$ cat config.mk
export PLATFORM = sky130hd
export DESIGN_NAME = rd_tag_pipe
export DESIGN_NICKNAME = d
export VERILOG_FILES = /design/src/rtl/msg_checker_rd_tag_pipe.sv
export SDC_FILE = /design/constraint.sdc
export NUM_CORES = 1
export LEC_CHECK = 0
export ABC_AREA = 1
export BUFFER_PORTS_ARGS = -buffer_cell sky130_fd_sc_hd__buf_2
export CORE_AREA = 2 2 39 41
export DETAILED_ROUTE_END_ITERATION = 12
export DIE_AREA = 0 0 41 43
export MAX_ROUTING_LAYER = met4
export PLACE_DENSITY_LB_ADDON = 0.05
export SLEW_MARGIN = 0
export SYNTH_ARGS = -nofsm -noshare
export SYNTH_HDL_FRONTEND = slang
export SYNTH_SLANG_ARGS = --single-unit
export TNS_END_PERCENT = 10
$ cat constraint.sdc
create_clock -name clk -period 0.8 [get_ports clk]
set_input_delay 0.12 -clock clk [delete_from_list [all_inputs] [get_ports clk]]
set_output_delay 0.12 -clock clk [all_outputs]
set_load 0.05 [all_outputs]
$ cat src/rtl/msg_checker_rd_tag_pipe.sv
// Read tag shift register: tracks (valid, index) of each issued read
// until its data returns from the RAM.
module rd_tag_pipe #(
    parameter int DEPTH = 1,
    parameter int IDX_W = 5
) (
    input  logic             clk,
    input  logic             reset_n,
    input  logic             flush,
    input  logic             push_valid,
    input  logic [IDX_W-1:0] push_index,
    output logic             ret_valid,
    output logic [IDX_W-1:0] ret_index
);

    logic [DEPTH-1:0] vld;
    logic [IDX_W-1:0] idx [DEPTH];

    always_ff @(posedge clk) begin
        if (!reset_n || flush) begin
            vld <= '0;
            for (int i = 0; i < DEPTH; i++) begin
                idx[i] <= '0;
            end
        end else begin
            vld[0] <= push_valid;
            idx[0] <= push_index;
            for (int i = 1; i < DEPTH; i++) begin
                vld[i] <= vld[i-1];
                idx[i] <= idx[i-1];
            end
        end
    end

    assign ret_valid = vld[DEPTH-1];
    assign ret_index = idx[DEPTH-1];

endmodule

==> impl_metrics.json <==
{
  "grt_overflow": 0,
  "power_frac_seq_pct": 45.2,
  "timing.slew.headroom_pct": 91.31,
  "postCtsSetupRepairBufs": 0,
  "groute.usage.overall_pct": 6.680,
  "power.leakage_nw": 0.1929,
  "cp-end-kind": "output port",
  "setup_violations": 6,
  "synth-edff-count": 0,
  "die-height_um": 43,
  "crit_required_ns": 0.68,
  "viasPerCell": 3.113,
  "power_mw": 0.7126,
  "path_cells": "buf_8",
  "drv_cap": 0,
  "failed_checks": "negative setup slack",
  "synth.top_cells.by_area": "dfxtp_1, inv_1, nor2_1, nand2_2",
  "whs_endpoint": "idx[0][4]",
  "post-synth-top-area-fraction_pct": 68.57,
  "ctsLongestPathBuffers": 2,
  "synth.top_cells.by_count": "inv_1, dfxtp_1, nor2_1",
  "share_of_total_power_in_combinational_logic_pct": 15.9,
  "syn-mean-instance-area_um2": 8.758,
  "synth_top_flop_cell": "dfxtp_1",
  "cp_data_arrival_time_ns": 0.71,
  "ctsHoldBuffers": 0,
  "final_ws_setup_ns": -0.02695,
  "insertedDiodeCount": 0,
  "synth.cell_area_um2": 175.2,
  "route.vias.total": 165,
  "min_period_over_period_pct": 103.4,
  "hold_violations": 0,
  "clock_sink_count": 6,
  "placeableCoreArea_um2": 1384,
  "first_pass_drt_iterations": 1,
  "synth_cells": 20,
  "synthesis.nets": 29,
  "post-synth-top-area-cell": "dfxtp_1",
  "drive_above_1_share_pct": 64.86,
  "avgRoutedWirePerCell_um": 6.943,
  "synth_warnings": 0,
  "h-tree-depth": 1,
  "power_report.internal_total_mw": 0.5351,
  "min_path_type": "in -> reg",
  "clock_tree.root_cell": "clkbuf_4",
  "finalCoreUtilization_pct": 25.68,
  "path_class": "reg -> out",
  "origin_of_the_worst_min_delay_path": "push_index[4]",
  "drt_wl_total_um": 368,
  "final_antenna_net_count": 0,
  "crit_fanout": 1,
  "hold_path_cells": 3,
  "port_buffers": 14,
  "switching_share_of_power_pct": 24.91,
  "total_number_of_nets_in_the_final_design": 48,
  "first_global_vias": 154,
  "grt_setup_unrepaired": "yes",
  "antenna_found_initial": 0,
  "clock_tree_from_tritoncts": "done",
  "timing_worst_slew_pin_value_ns": 0.1299,
  "placement_rows": 14,
  "drt_iter0_markers": 0,
  "power_density_nw_per_um2": 2005,
  "worst_setup_hold_path_clk_slew_ns": 0.05,
  "status": "complete, but fails checks",
  "ys_async_sr_fraction_pct": 0,
  "timing.setup.tns_ns": -0.1326,
  "worstPathBufferInverterCount": 1,
  "pwr-share-clk_pct": 38.9,
  "startpoint_kind_of_the_worst_setup_timing_path": "flop",
  "switchingPower_mw": 0.1775,
  "cts_repair_resize_count": 20,
  "ys_types": 4,
  "period_needed_ns": 0.8270,
  "post_detailed_route_drc_marker_count": 0,
  "cp_top_family": "flip-flops",
  "place.gp.congestion": 0.5159,
  "synth.ff_latch_count": 6,
  "crit_path_top_delay_cell": "dfxtp_2",
  "num_io_pins": 15,
  "grt_start_max_net_pins": 7,
  "max_freq_mhz": 1209,
  "tritoncts.num_buffers": 3,
  "synth.most_common_cell": "inv_1",
  "vdd_ir_drop_max_v": 0.0003929,
  "chipWidth_um": 41,
  "area_growth_pct": 102.9,
  "die_footprint_um2": 1763,
  "cp.depth": 1,
  "floorplan.initialDensity_pct": 12.66,
  "worst_path_max_stage_delay_ns": 0.33,
  "seq_area_frac_synth_pct": 68.57,
  "first_pass_grt_wire_length_um": 614,
  "maxSlewViolCount": 0
}
==> cell type report <==
type / instances / area, um^2
Clock buffer: 3 / 22.52
Fill cell: 155 / 1028
Inverter: 7 / 26.28
Multi-Input combinational cell: 7 / 28.78
Sequential cell: 6 / 127.6
Tap cell: 16 / 20.02
Timing Repair Buffer: 14 / 130.1
==> how the worst max path moves through the flow <==
stage               startpoint           end  slack, ns
floorplan            idx[0][0]  ret_index[0]       0.09
finish               idx[0][3]  ret_index[3]      -0.03
CTS                  idx[0][3]  ret_index[3]      -0.04
global route         idx[0][3]  ret_index[3]      -0.06
detailed placement   idx[0][3]  ret_index[3]       0.14
global placement     idx[0][1]  ret_index[1]       0.14
==> layout by cell type, fill, tap and decap left out <==
master / n
buf_2: 8
buf_8: 6
clkbuf_4: 3
dfxtp_2: 6
inv_1: 7
nand2_2: 1
nor2_1: 6
==> registers in the layout, summed over array words and instances (netlist names) <==
| register | cells |
|---|---|
| idx | 5 |
| ret_valid | 1 |
==> power groups by stage <==
stage	registers (mW)	clock network, mW	logic [mW]
2_1_floorplan	0.363	0	0.0149
3_3_place_gp	0.320	0	0.0902
3_5_place_dp	0.320	0	0.0913
4_1_cts	0.320	0.299	0.109
5_1_grt	0.322	0.324	0.124
6_report	0.322	0.277	0.113
==> metrics by stage <==
stage               setup slack (ns)  cell area (um^2)  hold WS (ns)  std cells
floorplan                    0.09267             175.2        0.2322         20
global placement              0.1448             265.3        0.3321         50
detailed placement            0.1361             265.3        0.3399         50
CTS                         -0.04043             340.3       0.06955         53
global route                -0.06387             355.3       0.08128         53
finish                      -0.02695             355.3       0.08156         53
==> logic make-up after synthesis <==
group / count (synthesis) / share of synthesized area, %
DFF: 6 / 68.57
buffers and inverters: 7 / 15.00
and+or+nand+nor: 7 / 16.43
==> per-layer routing <==
layer / global-route usage [%] / part of all wire [%]
met1: 5.128 / 33
met2: 7.813 / 53
met3: 7.853 / 14
met4: 6.000 / 0
met5: - / 0
Power figures use the tool's default switching activity.
